`src/rtl/accel_frame_server_pkg.sv`:
```
// Shared definitions for the accelerometer frame server: FSM encoding, default
// command bytes, the error response byte and the axis codes of the SPI reader.
package accel_frame_server_pkg;

  localparam logic [1:0] ST_IDLE = 2'd0;
  localparam logic [1:0] ST_LOAD = 2'd1;
  localparam logic [1:0] ST_SEND = 2'd2;
  localparam logic [1:0] ST_ERR  = 2'd3;

  localparam logic [7:0] CMD_X_DEF   = 8'h78;
  localparam logic [7:0] CMD_Y_DEF   = 8'h79;
  localparam logic [7:0] CMD_Z_DEF   = 8'h7A;
  localparam logic [7:0] CMD_ALL_DEF = 8'h73;
  localparam logic [7:0] CMD_CLR_DEF = 8'h63;

  localparam logic [7:0] ERR_BYTE = 8'h3F;

  localparam logic [1:0] AXIS_X   = 2'd0;
  localparam logic [1:0] AXIS_Y   = 2'd1;
  localparam logic [1:0] AXIS_Z   = 2'd2;
  localparam logic [1:0] AXIS_INV = 2'd3;

  function automatic logic [7:0] byte_of(input logic [15:0] word, input logic hi);
    return hi ? word[15:8] : word[7:0];
  endfunction

endpackage

```
`src/rtl/accel_shadow_regs.sv`:
```
// Shadow registers for the three axes plus sample counter; snapshot copy on snap_load.
// Latency: one cycle for shadows and snapshots; no backpressure (samples are never refused).
module accel_shadow_regs
  import accel_frame_server_pkg::*;
(
  input  logic        clock,
  input  logic        reset,
  input  logic        sample_valid,
  input  logic [1:0]  sample_axis,
  input  logic [15:0] sample_data,
  input  logic        snap_load,
  output logic [15:0] snap_x,
  output logic [15:0] snap_y,
  output logic [15:0] snap_z,
  output logic [7:0]  led
);

  logic [15:0] shx_q, shy_q, shz_q;
  logic [15:0] snx_q, sny_q, snz_q;
  logic [7:0]  cnt_q;

  always_ff @(posedge clock) begin
    if (reset) begin
      shx_q <= '0;
      shy_q <= '0;
      shz_q <= '0;
      snx_q <= '0;
      sny_q <= '0;
      snz_q <= '0;
      cnt_q <= '0;
    end else begin
      if (sample_valid && (sample_axis != AXIS_INV)) begin
        cnt_q <= cnt_q + 8'd1;
        case (sample_axis)
          AXIS_X:  shx_q <= sample_data;
          AXIS_Y:  shy_q <= sample_data;
          default: shz_q <= sample_data;
        endcase
      end
      // Snapshot reads the pre-edge shadows, so a same-cycle sample is not seen.
      if (snap_load) begin
        snx_q <= shx_q;
        sny_q <= shy_q;
        snz_q <= shz_q;
      end
    end
  end

  assign snap_x = snx_q;
  assign snap_y = sny_q;
  assign snap_z = snz_q;
  assign led    = cnt_q;

endmodule

```
`src/rtl/accel_frame_server.sv`:
```
// Serves accelerometer samples as byte frames to a command port; 2-cycle command-to-first-byte.
// Commands only accepted in IDLE (others set overrun); tx_byte held while tx_ready is low.
module accel_frame_server
  import accel_frame_server_pkg::*;
#(
  parameter logic [7:0] CMD_X   = CMD_X_DEF,
  parameter logic [7:0] CMD_Y   = CMD_Y_DEF,
  parameter logic [7:0] CMD_Z   = CMD_Z_DEF,
  parameter logic [7:0] CMD_ALL = CMD_ALL_DEF,
  parameter logic [7:0] CMD_CLR = CMD_CLR_DEF
) (
  input  logic        clock,
  input  logic        reset,
  input  logic        sample_valid,
  input  logic [1:0]  sample_axis,
  input  logic [15:0] sample_data,
  input  logic        rx_valid,
  input  logic [7:0]  rx_byte,
  output logic        rx_ready,
  output logic        tx_valid,
  output logic [7:0]  tx_byte,
  input  logic        tx_ready,
  output logic [1:0]  axis_sel,
  output logic [7:0]  led,
  output logic        overrun
);

  logic [1:0]  state_q, state_d;
  logic [1:0]  axis_sel_q, axis_sel_d;
  logic        all_q, all_d;
  logic [2:0]  idx_q, idx_d;
  logic        overrun_q, overrun_d;
  logic [15:0] snap_x, snap_y, snap_z;
  logic [15:0] cur_word;
  logic [2:0]  last_idx;

  accel_shadow_regs u_shadow (
    .clock        (clock),
    .reset        (reset),
    .sample_valid (sample_valid),
    .sample_axis  (sample_axis),
    .sample_data  (sample_data),
    .snap_load    (state_q == ST_LOAD),
    .snap_x       (snap_x),
    .snap_y       (snap_y),
    .snap_z       (snap_z),
    .led          (led)
  );

  assign rx_ready = (state_q == ST_IDLE);
  assign tx_valid = (state_q == ST_SEND) || (state_q == ST_ERR);
  assign axis_sel = axis_sel_q;
  assign overrun  = overrun_q;
  assign last_idx = all_q ? 3'd5 : 3'd1;

  // Full frame walks X,Y,Z by byte pair; single-axis frame uses the commanded axis.
  always_comb begin
    cur_word = snap_x;
    if (all_q) begin
      case (idx_q[2:1])
        2'd0:    cur_word = snap_x;
        2'd1:    cur_word = snap_y;
        default: cur_word = snap_z;
      endcase
    end else begin
      case (axis_sel_q)
        AXIS_X:  cur_word = snap_x;
        AXIS_Y:  cur_word = snap_y;
        default: cur_word = snap_z;
      endcase
    end
  end

  always_comb begin
    tx_byte = 8'h00;
    if (state_q == ST_SEND) begin
      tx_byte = byte_of(cur_word, idx_q[0]);
    end else if (state_q == ST_ERR) begin
      tx_byte = ERR_BYTE;
    end
  end

  always_comb begin
    state_d    = state_q;
    axis_sel_d = axis_sel_q;
    all_d      = all_q;
    idx_d      = idx_q;
    overrun_d  = overrun_q;
    if (rx_valid && !rx_ready) begin
      overrun_d = 1'b1;
    end
    case (state_q)
      ST_IDLE: begin
        if (rx_valid) begin
          idx_d = 3'd0;
          if (rx_byte == CMD_X) begin
            axis_sel_d = AXIS_X;
            all_d      = 1'b0;
            state_d    = ST_LOAD;
          end else if (rx_byte == CMD_Y) begin
            axis_sel_d = AXIS_Y;
            all_d      = 1'b0;
            state_d    = ST_LOAD;
          end else if (rx_byte == CMD_Z) begin
            axis_sel_d = AXIS_Z;
            all_d      = 1'b0;
            state_d    = ST_LOAD;
          end else if (rx_byte == CMD_ALL) begin
            all_d   = 1'b1;
            state_d = ST_LOAD;
          end else if (rx_byte == CMD_CLR) begin
            overrun_d = 1'b0;
          end else begin
            state_d = ST_ERR;
          end
        end
      end
      ST_LOAD: begin
        idx_d   = 3'd0;
        state_d = ST_SEND;
      end
      ST_SEND: begin
        if (tx_ready) begin
          if (idx_q == last_idx) begin
            state_d = ST_IDLE;
          end else begin
            idx_d = idx_q + 3'd1;
          end
        end
      end
      default: begin
        if (tx_ready) begin
          state_d = ST_IDLE;
        end
      end
    endcase
  end

  always_ff @(posedge clock) begin
    if (reset) begin
      state_q    <= ST_IDLE;
      axis_sel_q <= AXIS_X;
      all_q      <= 1'b0;
      idx_q      <= 3'd0;
      overrun_q  <= 1'b0;
    end else begin
      state_q    <= state_d;
      axis_sel_q <= axis_sel_d;
      all_q      <= all_d;
      idx_q      <= idx_d;
      overrun_q  <= overrun_d;
    end
  end

endmodule

```
`config.mk`:
```
export PLATFORM = sky130hd
export DESIGN_NAME = accel_frame_server
export DESIGN_NICKNAME = d
export VERILOG_FILES = /design/src/rtl/accel_frame_server_pkg.sv /design/src/rtl/accel_shadow_regs.sv /design/src/rtl/accel_frame_server.sv
export SDC_FILE = /design/constraint.sdc
export NUM_CORES = 1
export LEC_CHECK = 0
export CAP_MARGIN = 20
export CELL_PAD_IN_SITES_DETAIL_PLACEMENT = 1
export CELL_PAD_IN_SITES_GLOBAL_PLACEMENT = 1
export CORE_UTILIZATION = 44
export CTS_BUF_LIST = sky130_fd_sc_hd__clkbuf_2 sky130_fd_sc_hd__clkbuf_4 sky130_fd_sc_hd__clkbuf_8
export CTS_CLUSTER_SIZE = 14
export DETAILED_ROUTE_END_ITERATION = 6
export DONT_BUFFER_PORTS = 1
export PLACE_DENSITY_LB_ADDON = 0.1
export SLEW_MARGIN = 20
export SYNTH_ARGS = -nofsm -noshare
export SYNTH_HDL_FRONTEND = slang
export SYNTH_SLANG_ARGS = --single-unit
export TNS_END_PERCENT = 30
```
`constraint.sdc`:
```
create_clock -name clock -period 1.44 [get_ports clock]
set_input_delay 0.144 -clock clock [delete_from_list [all_inputs] [get_ports clock]]
set_output_delay 0.144 -clock clock [all_outputs]
set_load 0.005 [all_outputs]
```
==> impl_summary.log <==
INFO  metric finalSetupViolations = 12
INFO  metric cts-buffers-inserted = 17
INFO  metric antenna_found_initial = 0
INFO  metric synthMuxAreaShare = 7.27%
INFO  metric wire_length_of_the_first_global_routing_pass = 27000 microns
INFO  metric synth_xor_area_share = 1.35%
INFO  metric globalRouteOverflowTotal = 0
INFO  metric die-area = 12200 sq um
INFO  metric type_of_the_worst_min_delay_path = in2reg
INFO  metric area_taken_by_flip_flops_and_latches = 2290 sq um
INFO  metric clock_tree_sinks = 113
INFO  metric synth_fa_ha_area_share = 0.725%
INFO  metric clock-root-buffer = sky130_fd_sc_hd__clkbuf_8
INFO  metric grt.busiest_layer = met2
INFO  metric failed_checks = hold timing, setup timing
INFO  metric dr_total_vias = 4971
INFO  metric drc_errors = 0
INFO  metric totalWireLength = 17800 microns
INFO  metric critical_path.slowest_cell = sky130_fd_sc_hd__dfxtp_4
INFO  metric htree_levels = 4
INFO  metric outcome = finished, violations left
INFO  metric design.core.area = 11400 sq um
INFO  metric dieHeight = 110 microns
INFO  metric synth.largest_area_cell = sky130_fd_sc_hd__dfxtp_1
INFO  metric ys_warn_count = 0
INFO  metric crit_chain = buf_8, buf_4, mux2i_1, o21ai_1, a21oi_2, a21oi_2
INFO  metric die_w = 110 microns
INFO  metric worstPathMaxFanout = 7
INFO  metric critical_path.most_common_cell = sky130_fd_sc_hd__a21oi_2
INFO  metric synthSimpleGateAreaFrac = 22.5%
INFO  metric synth_cell_type_count = 53
INFO  metric post-route-min-period = 1.91 ns
INFO  metric post-route-worst-setup-slack = -0.474 ns
INFO  metric clock_latency = 0.44 ns
INFO  metric mappedNetlistNets = 689
INFO  metric post_synthesis_sequential_area_ratio = 43.7%
INFO  metric report.power.total = 0.00718 W
INFO  metric synth_ff_type = sky130_fd_sc_hd__dfxtp_1
INFO  metric synth_compound_gate_area_share = 18.3%
INFO  metric worstPathArrival = 1.77 ns
INFO  metric worstPathRequired = 1.30 ns
INFO  metric drv_slew = 0
INFO  metric timing.clock.skew = 0.0136 ns
INFO  metric gp_congestion = 0.840
INFO  metric path_clk_slew = 0.07 ns
INFO  metric drive_above_1_share = 18.2%
INFO  metric fin_nets = 759
INFO  metric clock_tree_from_tritoncts = built
INFO  metric p_leak = 2.41 nW
INFO  metric placementRows = 39
INFO  metric floorplan.initialDensity = 45.3%
INFO  metric groute.usage.overall = 28.1%
INFO  metric peakVddDrop = 0.000629 V
INFO  metric post_synth_main_area_contributors = sky130_fd_sc_hd__dfxtp_1 44%, sky130_fd_sc_hd__nand2_1 16%, sky130_fd_sc_hd__a21oi_1 10%
INFO  metric max_slew_margin = 75.2%
INFO  metric fillCellCount = 1368
INFO  metric floorplan.io_pins = 52
INFO  metric critical_path_sink_type = primary output
INFO  metric main_combinational_cell_family_by_area_after_synthesis = simple AND/OR/NAND/NOR gates
INFO  metric rsz0062_at_grt = yes
INFO  metric use_met3 = 5.98%
INFO  metric cp_top_family = compound AO/OA/AOI/OAI gates
INFO  metric avgSynthCellArea = 7.90 sq um
INFO  metric postSynthRegisterBits = 113
INFO  metric cp_num_buf_inv = 2
INFO  metric diodes = 0
INFO  metric synth_common_cells = 219 x sky130_fd_sc_hd__nand2_1, 113 x sky130_fd_sc_hd__dfxtp_1, 103 x sky130_fd_sc_hd__a21oi_1
INFO  metric global_route_met1_usage = 36.1%
INFO  metric detailed_place_hpwl = 10500 microns
INFO  metric power.density = 1070 nW/um^2
INFO  metric vias_per_cell = 5.66
INFO  metric syn_inst = 655
INFO  metric path_class = reg2out
INFO  metric synth_top_area_share = 43.7%
INFO  metric multi_input_area = 2800 sq um
INFO  metric hold_violations = 1
INFO  metric pin_slew_with_the_least_headroom_to_its_limit = 0.371 ns
INFO  metric synth_area = 5180 sq um
INFO  metric synth-async-reset-ratio = 0%
INFO  metric use_met2 = 46.9%
INFO  metric placement.io_buffers = 0
INFO  metric max-cap-violations = 0
INFO  metric holdWs = -0.00295 ns
INFO  metric vias_in_the_first_global_route = 5217
INFO  metric crit_path_start_kind = flop
INFO  metric post-synth-top-count-cell = sky130_fd_sc_hd__nand2_1
INFO  metric fin_crit_sh = 133%
INFO  metric detail-route-antenna-nets = 0
INFO  metric final_core_util = 58.5%
INFO  metric first_pass_iters = 4
INFO  metric longest_clk_path_bufs = 2
INFO  metric largest_net_degree_at_the_start_of_global_routing = 65
INFO  metric area_growth_syn_to_layout = 29.1%
INFO  metric max_clock_freq = 0.523 GHz
INFO  metric iteration_0_drc_count_of_the_detailed_router = 237
INFO  metric critical_path.max_stage_delay = 0.38 ns
INFO  metric synth_edf_count = 0
INFO  metric detail_route.wl_per_cell = 20.3 microns
==> power by group <==
part           total [W]  internal (W)  switching [W]
logic            0.00107      0.000488       0.000582
clock network    0.00280       0.00154        0.00126
registers        0.00331       0.00321      0.0000992
==> layout by cell type (no fill, tap or decap), types with 5 or more instances in the layout <==
| cell type | n |
|---|---|
| sky130_fd_sc_hd__nand4_1 | 6 |
| sky130_fd_sc_hd__inv_1 | 5 |
| sky130_fd_sc_hd__o21ai_1 | 13 |
| sky130_fd_sc_hd__nor2_1 | 18 |
| sky130_fd_sc_hd__nand2_1 | 218 |
| sky130_fd_sc_hd__o21ai_0 | 6 |
| sky130_fd_sc_hd__o211ai_1 | 6 |
| sky130_fd_sc_hd__xor2_1 | 6 |
| sky130_fd_sc_hd__a21oi_1 | 99 |
| sky130_fd_sc_hd__clkbuf_8 | 21 |
| sky130_fd_sc_hd__mux2i_1 | 27 |
| sky130_fd_sc_hd__buf_4 | 33 |
| sky130_fd_sc_hd__buf_6 | 6 |
| sky130_fd_sc_hd__dfxtp_1 | 105 |
| sky130_fd_sc_hd__dlygate4sd3_1 | 52 |
| sky130_fd_sc_hd__dfxtp_4 | 6 |
| sky130_fd_sc_hd__a22oi_2 | 10 |
==> layer usage <==
layer	part of all wire [%]	wire [microns]
met1	43	7630
met2	49	8700
met3	6.3	1120
met4	2.0	352
met5	0	0
==> metrics by stage <==
| step | setup TNS (ns) | area [sq um] | worst slack [ns] | std cells | hold WS, ns |
|---|---|---|---|---|---|
| floorplan | 0 | 5180 | 0.00203 | 655 | 0.241 |
| global placement | -0.0827 | 5450 | -0.0384 | 790 | 0.226 |
| detailed placement | -0.297 | 5450 | -0.0817 | 790 | 0.225 |
| CTS | -2.86 | 6490 | -0.385 | 872 | 0.00140 |
| global route | -4.13 | 6690 | -0.519 | 878 | 0.000205 |
| finish | -3.45 | 6690 | -0.474 | 878 | -0.00295 |
==> worst reg2reg max path, stage by stage (launching register included) <==
cell and delay (ns):
sky130_fd_sc_hd__dfxtp_4 0.40, sky130_fd_sc_hd__buf_6 0.11, sky130_fd_sc_hd__buf_6 0.10, sky130_fd_sc_hd__inv_4 0.03, sky130_fd_sc_hd__ha_4 0.15, sky130_fd_sc_hd__nand4bb_1 0.18, sky130_fd_sc_hd__o211ai_2 0.15, sky130_fd_sc_hd__mux2i_1 0.27
sky130_fd_sc_hd__nor2_1 0.05
==> registers in the layout (all words and copies together) (netlist names) <==
name and flops:
u_shadow.shy_q 16, all_q 1, state_q 2, idx_q 3, overrun 1, u_shadow.snap_x 16, u_shadow.snap_z 16, u_shadow.led 8
u_shadow.snap_y 16, u_shadow.shx_q 16, axis_sel 2, u_shadow.shz_q 16
==> cells by family after synthesis <==
family,after synthesis
buffers and inverters,57
adder cells (fa/ha/maj),3
flip-flops,113
XOR/XNOR,8
AND/OR/NAND/NOR,275
multiplexers,35
AO/OA/AOI/OAI,164
==> final timing paths <==
path,start,end,slack [ns],cells past startpoint
worst max-delay path,axis_sel[0],tx_byte[5],-0.47,6
worst min-delay path,rx_byte[3],state_q[1],-0.003,3
worst max register to register,idx_q[1],idx_q[0],-0.12,8
worst min register to register,u_shadow.shx_q[5],u_shadow.snap_x[5],0.46,2
==> final cells by class <==
class | instances | area share [%]
tap | 143 | 2.68
timing repair buffer | 101 | 15.4
multi-input combinational | 485 | 41.9
sequential | 113 | 34.2
inverter | 7 | 0.430
clock buffer | 23 | 4.55
clock inverter | 6 | 0.861
==> timing repair <==
action / 4_1_cts / 5_1_grt
hold buffers: 52 / 1
hold endpoints to repair: 113 / 1
gates resized for setup: 52 / 31
setup buffers: 3 / 5
gates cloned: 0 / 2
pin swaps: 17 / 18
endpoints found under the setup margin: 12 / 58
No activity file was read; power rests on OpenSTA's default activity.
